$ cat src/rtl/bus_arbiter_rr_pkg.sv
// Shared definitions for the round-robin system bus arbiter: FSM state
// encoding, well-known master indices and a width helper.
package bus_arbiter_rr_pkg;

  typedef enum logic [1:0] {
    IDLE    = 2'd0,
    GRANT   = 2'd1,
    ACTIVE  = 2'd2,
    RELEASE = 2'd3
  } arbState_e;

  localparam int CAMERA_MASTER  = 0;
  localparam int CPU_MASTER     = 1;
  localparam int DMA_MASTER     = 2;
  localparam int DISPLAY_MASTER = 3;

  // Bits needed to hold values 0..value-1, never less than one bit.
  function automatic int clog2(input int value);
    int result;
    result = 0;
    while ((1 << result) < value) begin
      result++;
    end
    return (result < 1) ? 1 : result;
  endfunction

endpackage

$ cat src/rtl/bus_arbiter_rr_if.sv
// Bus-side signals of the arbiter: request/grant lines, the shared
// transaction framing strobes and the bus error lines.
interface bus_arbiter_rr_if
  import bus_arbiter_rr_pkg::*;
#(
  parameter int NR_OF_MASTERS = 4
);

  logic [NR_OF_MASTERS-1:0] requests;
  logic [NR_OF_MASTERS-1:0] grants;
  logic                     beginTransactionIn;
  logic                     endTransactionIn;
  logic                     busErrorIn;
  logic                     busErrorOut;
  logic [2:0]               activeMaster;
  logic                     busy;

  // The arbiter is the slave side; the masters (or a bench) drive the rest.
  modport slave (
    input  requests,
    input  beginTransactionIn,
    input  endTransactionIn,
    input  busErrorIn,
    output grants,
    output busErrorOut,
    output activeMaster,
    output busy
  );

  modport master (
    output requests,
    output beginTransactionIn,
    output endTransactionIn,
    output busErrorIn,
    input  grants,
    input  busErrorOut,
    input  activeMaster,
    input  busy
  );

endinterface

$ cat src/rtl/bus_arbiter_rr_priority_pick.sv
// Combinational round-robin pick: first requesting master at or after the
// pointer, wrapping around past the highest index.
module rr_priority_pick
  import bus_arbiter_rr_pkg::*;
#(
  parameter int NR_OF_MASTERS = 4,
  parameter int PTR_W         = clog2(NR_OF_MASTERS)
) (
  input  logic [NR_OF_MASTERS-1:0] requests,
  input  logic [PTR_W-1:0]         rrPointer,
  output logic [PTR_W-1:0]         pickIndex,
  output logic                     pickValid
);

  localparam logic [PTR_W:0] NR_EXT = (PTR_W+1)'(NR_OF_MASTERS);

  logic [NR_OF_MASTERS-1:0] rotated;
  logic [PTR_W-1:0]         offset;
  logic [PTR_W:0]           sum;

  // Rotating a doubled copy puts the pointer's master at bit 0.
  assign rotated = NR_OF_MASTERS'({requests, requests} >> rrPointer);

  always_comb begin
    offset = '0;
    for (int i = NR_OF_MASTERS - 1; i >= 0; i--) begin
      if (rotated[i]) begin
        offset = PTR_W'(i);
      end
    end
  end

  assign sum       = {1'b0, rrPointer} + {1'b0, offset};
  assign pickIndex = (sum >= NR_EXT) ? PTR_W'(sum - NR_EXT) : sum[PTR_W-1:0];
  assign pickValid = |requests;

endmodule

$ cat src/rtl/bus_arbiter_rr.sv
// Round-robin owner arbiter for the shared system bus: holds a one-hot grant
// through begin..end of a transaction and reclaims the bus if begin never comes.
module bus_arbiter_rr
  import bus_arbiter_rr_pkg::*;
#(
  parameter int NR_OF_MASTERS  = 4,
  parameter int TIMEOUT_CYCLES = 255
) (
  input  logic            clock,
  input  logic            reset,
  bus_arbiter_rr_if.slave bus
);

  localparam int PTR_W   = clog2(NR_OF_MASTERS);
  localparam int TIMER_W = clog2(TIMEOUT_CYCLES);
  localparam logic [TIMER_W-1:0] TIMER_INIT = TIMER_W'(TIMEOUT_CYCLES - 1);
  localparam logic [PTR_W-1:0]   LAST_MASTER = PTR_W'(NR_OF_MASTERS - 1);

  arbState_e                state_q, state_d;
  logic [NR_OF_MASTERS-1:0] grants_q, grants_d;
  logic [PTR_W-1:0]         activeMaster_q, activeMaster_d;
  logic [PTR_W-1:0]         rrPointer_q, rrPointer_d;
  logic [TIMER_W-1:0]       timer_q, timer_d;
  logic                     busErrorOut_q, busErrorOut_d;
  logic                     busy_q, busy_d;

  logic [PTR_W-1:0]         pickIndex;
  logic                     pickValid;
  logic                     unusedBusErrorIn;

  // A slave error never shortens ownership; the master still ends the burst.
  assign unusedBusErrorIn = bus.busErrorIn;

  rr_priority_pick #(
    .NR_OF_MASTERS (NR_OF_MASTERS),
    .PTR_W         (PTR_W)
  ) u_pick (
    .requests  (bus.requests),
    .rrPointer (rrPointer_q),
    .pickIndex (pickIndex),
    .pickValid (pickValid)
  );

  always_ff @(posedge clock or posedge reset) begin
    if (reset) begin
      state_q        <= IDLE;
      grants_q       <= '0;
      activeMaster_q <= '0;
      rrPointer_q    <= '0;
      timer_q        <= '0;
      busErrorOut_q  <= 1'b0;
      busy_q         <= 1'b0;
    end else begin
      state_q        <= state_d;
      grants_q       <= grants_d;
      activeMaster_q <= activeMaster_d;
      rrPointer_q    <= rrPointer_d;
      timer_q        <= timer_d;
      busErrorOut_q  <= busErrorOut_d;
      busy_q         <= busy_d;
    end
  end

  always_comb begin
    state_d        = state_q;
    grants_d       = grants_q;
    activeMaster_d = activeMaster_q;
    rrPointer_d    = rrPointer_q;
    timer_d        = timer_q;
    busErrorOut_d  = 1'b0;
    busy_d         = busy_q;

    unique case (state_q)
      IDLE: begin
        if (pickValid) begin
          state_d        = GRANT;
          grants_d       = NR_OF_MASTERS'(1) << pickIndex;
          activeMaster_d = pickIndex;
          timer_d        = TIMER_INIT;
          busy_d         = 1'b1;
        end
      end

      GRANT: begin
        // Begin wins over an expiring timer; end alone is not a transaction.
        if (bus.beginTransactionIn) begin
          if (bus.endTransactionIn) begin
            state_d  = RELEASE;
            grants_d = '0;
            busy_d   = 1'b0;
          end else begin
            state_d = ACTIVE;
          end
        end else if (timer_q == '0) begin
          state_d       = RELEASE;
          grants_d      = '0;
          busy_d        = 1'b0;
          busErrorOut_d = 1'b1;
        end else begin
          timer_d = timer_q - 1'b1;
        end
      end

      ACTIVE: begin
        if (bus.endTransactionIn) begin
          state_d  = RELEASE;
          grants_d = '0;
          busy_d   = 1'b0;
        end
      end

      RELEASE: begin
        state_d     = IDLE;
        rrPointer_d = (activeMaster_q == LAST_MASTER) ? '0 : activeMaster_q + 1'b1;
      end

      default: begin
        state_d = IDLE;
      end
    endcase
  end

  assign bus.grants       = grants_q;
  assign bus.busErrorOut  = busErrorOut_q;
  assign bus.busy         = busy_q;
  assign bus.activeMaster = 3'(activeMaster_q);

endmodule

$ cat src/flat_wrapper.sv
// flat-port wrapper written by rule: the top's interface ports become plain ports
module bus_arbiter_rr_flat import bus_arbiter_rr_pkg::*;
#(
  parameter int NR_OF_MASTERS  = 4,
  parameter int TIMEOUT_CYCLES = 255
)
  (clock, reset, bus_requests, bus_beginTransactionIn, bus_endTransactionIn, bus_busErrorIn, bus_grants, bus_busErrorOut, bus_activeMaster, bus_busy);
  bus_arbiter_rr_if #(.NR_OF_MASTERS(NR_OF_MASTERS)) bus_i ();
  input  logic clock;
  input  logic reset;
  input wire logic [$bits(bus_i.requests)-1:0] bus_requests;
  input wire logic [$bits(bus_i.beginTransactionIn)-1:0] bus_beginTransactionIn;
  input wire logic [$bits(bus_i.endTransactionIn)-1:0] bus_endTransactionIn;
  input wire logic [$bits(bus_i.busErrorIn)-1:0] bus_busErrorIn;
  output wire logic [$bits(bus_i.grants)-1:0] bus_grants;
  output wire logic [$bits(bus_i.busErrorOut)-1:0] bus_busErrorOut;
  output wire logic [$bits(bus_i.activeMaster)-1:0] bus_activeMaster;
  output wire logic [$bits(bus_i.busy)-1:0] bus_busy;
  assign bus_i.requests = bus_requests;
  assign bus_i.beginTransactionIn = bus_beginTransactionIn;
  assign bus_i.endTransactionIn = bus_endTransactionIn;
  assign bus_i.busErrorIn = bus_busErrorIn;
  assign bus_grants = bus_i.grants;
  assign bus_busErrorOut = bus_i.busErrorOut;
  assign bus_activeMaster = bus_i.activeMaster;
  assign bus_busy = bus_i.busy;
  bus_arbiter_rr #(.NR_OF_MASTERS(NR_OF_MASTERS), .TIMEOUT_CYCLES(TIMEOUT_CYCLES)) u_core (.clock(clock), .reset(reset), .bus(bus_i));
endmodule
$ cat config.mk
export PLATFORM = sky130hd
export DESIGN_NAME = bus_arbiter_rr_flat
export DESIGN_NICKNAME = d
export VERILOG_FILES = /design/src/rtl/bus_arbiter_rr_pkg.sv /design/src/rtl/bus_arbiter_rr_if.sv /design/src/rtl/bus_arbiter_rr_priority_pick.sv /design/src/rtl/bus_arbiter_rr.sv /design/src/flat_wrapper.sv
export SDC_FILE = /design/constraint.sdc
export NUM_CORES = 1
export LEC_CHECK = 0
export CORE_MARGIN = 3
export CORE_UTILIZATION = 38
export CTS_CLUSTER_DIAMETER = 40
export DETAILED_ROUTE_END_ITERATION = 7
export GPL_TIMING_DRIVEN = 0
export PLACE_DENSITY = 0.7
export SYNTH_ARGS = -nofsm -noshare
export SYNTH_HDL_FRONTEND = slang
export SYNTH_SLANG_ARGS = --single-unit
$ cat constraint.sdc
create_clock -name clock -period 3.4 [get_ports clock]
set_input_delay 1.02 -clock clock [delete_from_list [all_inputs] [get_ports clock]]
set_output_delay 1.02 -clock clock [all_outputs]
set_load 0.005 [all_outputs]
==> flow_summary.toml, run 1 <==
[timing]
fin_crit_sh = 0.808
hold_violations = 0
setup_viol = 0
skew_ns = 0.00321
slew_violations = 0
fin_ws_ns = 0.653
relSlewSlack = 0.488
setup_tns_ns = 0
rsz0062_at_grt = "false"
finalCriticalPeriod_ns = 2.75
tightest_slew_ns = 0.767
max_freq_mhz = 364

[clocking]
h-tree-depth = 1
clk_pin_slew_ns = 0.07
hold_buffers = 0
cts_buffers = 3
cts_sinks = 20
cts.repair.resized = 0
cts_tree = "done"
cts_buffer_depth = 2
clock_latency_ns = 0.26
cts_setup_buffers = 0
cts_root_buffer = "clkbuf_8"

[power_and_ir_drop]
comb_power_share = 0.586
p_leak_nw = 0.660
switchingPower_mw = 0.575
clock_power_share = 0.134
pwr-share-seq = 0.281
switching_share = 0.420
power_density_nw_per_um2 = 793
peakVddDrop_uv = 478
p_int_mw = 0.792

[critical_path]
path_class = "input pin to flop"
worst-path-max-fanout = 10
slowest_stage = "nor4_1"
regToRegStartpoint = "u_core.rrPointer_q[1]$_DFFE_PP0N_"
worstSetupStartpoint = "bus_requests[3]"
rr_worst_depth = 8
critPathArrivalTime_ns = 2.87
rr_endpoint = "u_core.bus.grants[2]$_DFFE_PP0P_"
critPathMaxStageDelay_ns = 0.58
crit_path_start_kind = "input pin"
r2r_setup_slack_ns = 1.00
cp_cell_sequence = "buf_2, inv_1, o311ai_0, o21ai_0, o221ai_1, ha_1, xor2_1, nor4_1, o32ai_1"
cp-end-kind = "flop"
critPathRequiredTime_ns = 3.52

[layout]
stdcell_area_um2 = 1720
nFillCells = 380
area_delta_synth_final_pct = 15.0
fin_nets = 195
multi_input_area_um2 = 886
diodes = 0
drive_gt1_frac = 0.125
layout.cells.non_filler = 224
fin_util = 0.461
final-seq-area_um2 = 500

[grt]
overflow = 0
grt_pass1_wl_mm = 5.02
grt_pass1_vias = 1110
grt_use_total = 0.143
grt_max_degree = 21
grt_antenna_before_repair = 0

[status]
status = "finished, final reports clean"

[logic_synthesis]
yosysTopAreaCell = "dfrtp_1"
ys_warn_count = 0
yosysSeqAreaShare = 0.334
synthCells = 161
synthArstFlopShare = 1.00
yosys_register_bits = 20
ys_types = 49
avgSynthCellArea_um2 = 9.31
synth_top_cell_area_share = 0.334
ys.flop_type = "dfrtp_1"
synth_edf_count = 0
synthTopCellsByArea = "dfrtp_1, ha_1, mux2i_1"
synth_fp_nets = 179
synthesis.area_um2 = 1500

[floorplanning]
die_w_um = 68.8
dieHeight_um = 68.8
initial_utilization = 0.400
num_io_pins = 18
core-area_um2 = 3740
fp.dieArea_um2 = 4730
row_count = 22

[routing]
drc = 0
first_iter_violations = 52
vias = 1203
viasPerCell = 5.37
wl_per_cell_um = 13.4
drt_pass1_iterations = 4
routed_wl_mm = 3.00
ant_nets = 0

[place]
io_buffers = 11
gp_congestion = 0.845
place_inst = 220
place_area_um2 = 1670
dp_slack_ns = 0.397
dpl.hpwl_mm = 2.26

[hold_path]
worstHoldStart = "u_core.bus.grants[2]$_DFFE_PP0P_"
hold_class = "flop to flop"
hold_path_depth = 2
hold-path-endpoint = "u_core.bus.grants[2]$_DFFE_PP0P_"

[run]
max_cap_viol_count = 0
-- area by class of cell --
class	count	area share
inverter	14	0.0305
clock buffer	4	0.0319
sequential	20	0.290
multi-input combinational	118	0.514
timing repair buffer	11	0.0639
buffer	9	0.0348
tap	48	0.0348
-- sequential cells by signal, indices dropped and copies added, names as in the netlist --
register and cells:
u_core.bus.busy 1, u_core.bus.grants 4, u_core.timer_q 8, u_core.state_q 2
u_core.bus.busErrorOut 1, u_core.rrPointer_q 2, u_core.activeMaster_q 2
-- critical path, delay by kind of cell --
| family | cells | cell delay, ns |
|---|---|---|
| AOI/OAI and AO/OA | 4 | 0.70 |
| adders and majority gates | 1 | 0.23 |
| xor gates and xnor gates | 1 | 0.09 |
| buffers and inverters | 2 | 0.24 |
| and+or+nand+nor | 1 | 0.58 |
-- synthesized netlist by cell type (2+ instances only) --
cell type / count
nor3_1: 3
a211oi_1: 4
dfrtp_1: 20
o21ai_0: 8
o32ai_1: 4
nor2_1: 14
nor4_1: 4
nand4_1: 2
nand2_1: 5
ha_1: 9
o41ai_1: 2
mux2i_1: 6
buf_4: 2
nor3b_1: 3
o21a_1: 2
or3_1: 3
a21oi_1: 3
a31oi_1: 2
nand3_1: 4
clkbuf_1: 2
nor2b_1: 8
inv_1: 14
mux2_2: 4
buf_2: 3
buf_6: 2
nand2b_1: 5
-- power groups by stage --
stage                     Combinational [mW]  Clock, mW  Sequential, mW
after CTS                              0.804      0.187           0.385
after floorplan                        0.604          0           0.378
after global routing                   0.898      0.198           0.398
after detailed placement               0.797          0           0.389
final                                  0.801      0.183           0.384
after global placement                 0.787          0           0.387
-- kinds of logic after synthesis --
kind of cell / share of synthesized area
adder cells (fa/ha/maj): 0.0751
buffers and inverters: 0.0751
XOR/XNOR: 0.0117
multiplexers: 0.0701
AO/OA/AOI/OAI: 0.215
AND/OR/NAND/NOR: 0.216
other: 0.00250
flip-flops: 0.334
-- worst max path at each step --
stage,to,slack (ns),cells past startpoint
global route,u_core.bus.grants[2]$_DFFE_PP0P_,0.51,9
global placement,u_core.bus.grants[2]$_DFFE_PP0P_,0.41,9
CTS,u_core.bus.grants[2]$_DFFE_PP0P_,0.66,9
detailed placement,u_core.bus.grants[2]$_DFFE_PP0P_,0.40,9
finish,u_core.bus.grants[2]$_DFFE_PP0P_,0.65,9
floorplan,u_core.bus.grants[2]$_DFFE_PP0P_,0.72,9
-- cells in the final DEF (no fill, tap or decap), types with 2 or more instances in the layout --
master,count
nand2b_1,5
nor3b_1,3
buf_4,2
nand2_1,5
nor2_1,14
nand3_1,4
o41ai_1,2
nor4_1,4
o21a_1,2
dfrtp_1,20
buf_2,3
nand4_1,2
buf_6,2
clkbuf_1,2
clkdlybuf4s50_1,11
nor3_1,3
or3_1,3
mux2i_1,6
a21oi_1,3
o32ai_1,4
a211oi_1,4
clkbuf_8,4
inv_1,14
mux2_2,4
o21ai_0,8
ha_1,9
nor2b_1,8
a31oi_1,2
-- through the flow --
| step | total power, mW | hold slack, ns |
|---|---|---|
| 2_1_floorplan | 0.983 | 0.491 |
| 3_3_place_gp | 1.17 | 0.502 |
| 3_5_place_dp | 1.19 | 0.509 |
| 4_1_cts | 1.38 | 0.532 |
| 5_1_grt | 1.49 | 0.539 |
| 6_report | 1.37 | 0.525 |
-- metal layers --
metal	track usage	routed length, um	up-vias
met5	0	0	-
met4	0.0730	59	0
met3	0.0211	122	4
met2	0.211	1280	20
met1	0.201	1540	560
li1	-	-	619
Note: power is estimated with default switching activity, not from simulation.
==> run 2, diff against run 1 <==
==> constraint.sdc (replaced) <==
create_clock -name clock -period 2.75 [get_ports clock]
set_input_delay 0.825 -clock clock [delete_from_list [all_inputs] [get_ports clock]]
set_output_delay 0.825 -clock clock [all_outputs]
set_load 0.005 [all_outputs]
==> results of run 2 <==
Same layout as run 1 (identical final DEF). Status: finished, final reports clean.
Among the figures that moved: setup slack after placement 0.397 ns -> -0.0578 ns; setup slack after layout 0.653 ns -> 0.198 ns; register-to-register setup slack 1.00 ns -> 0.35 ns; total power 1.37 mW -> 1.69 mW; worst IR drop on VDD 478 uV -> 591 uV
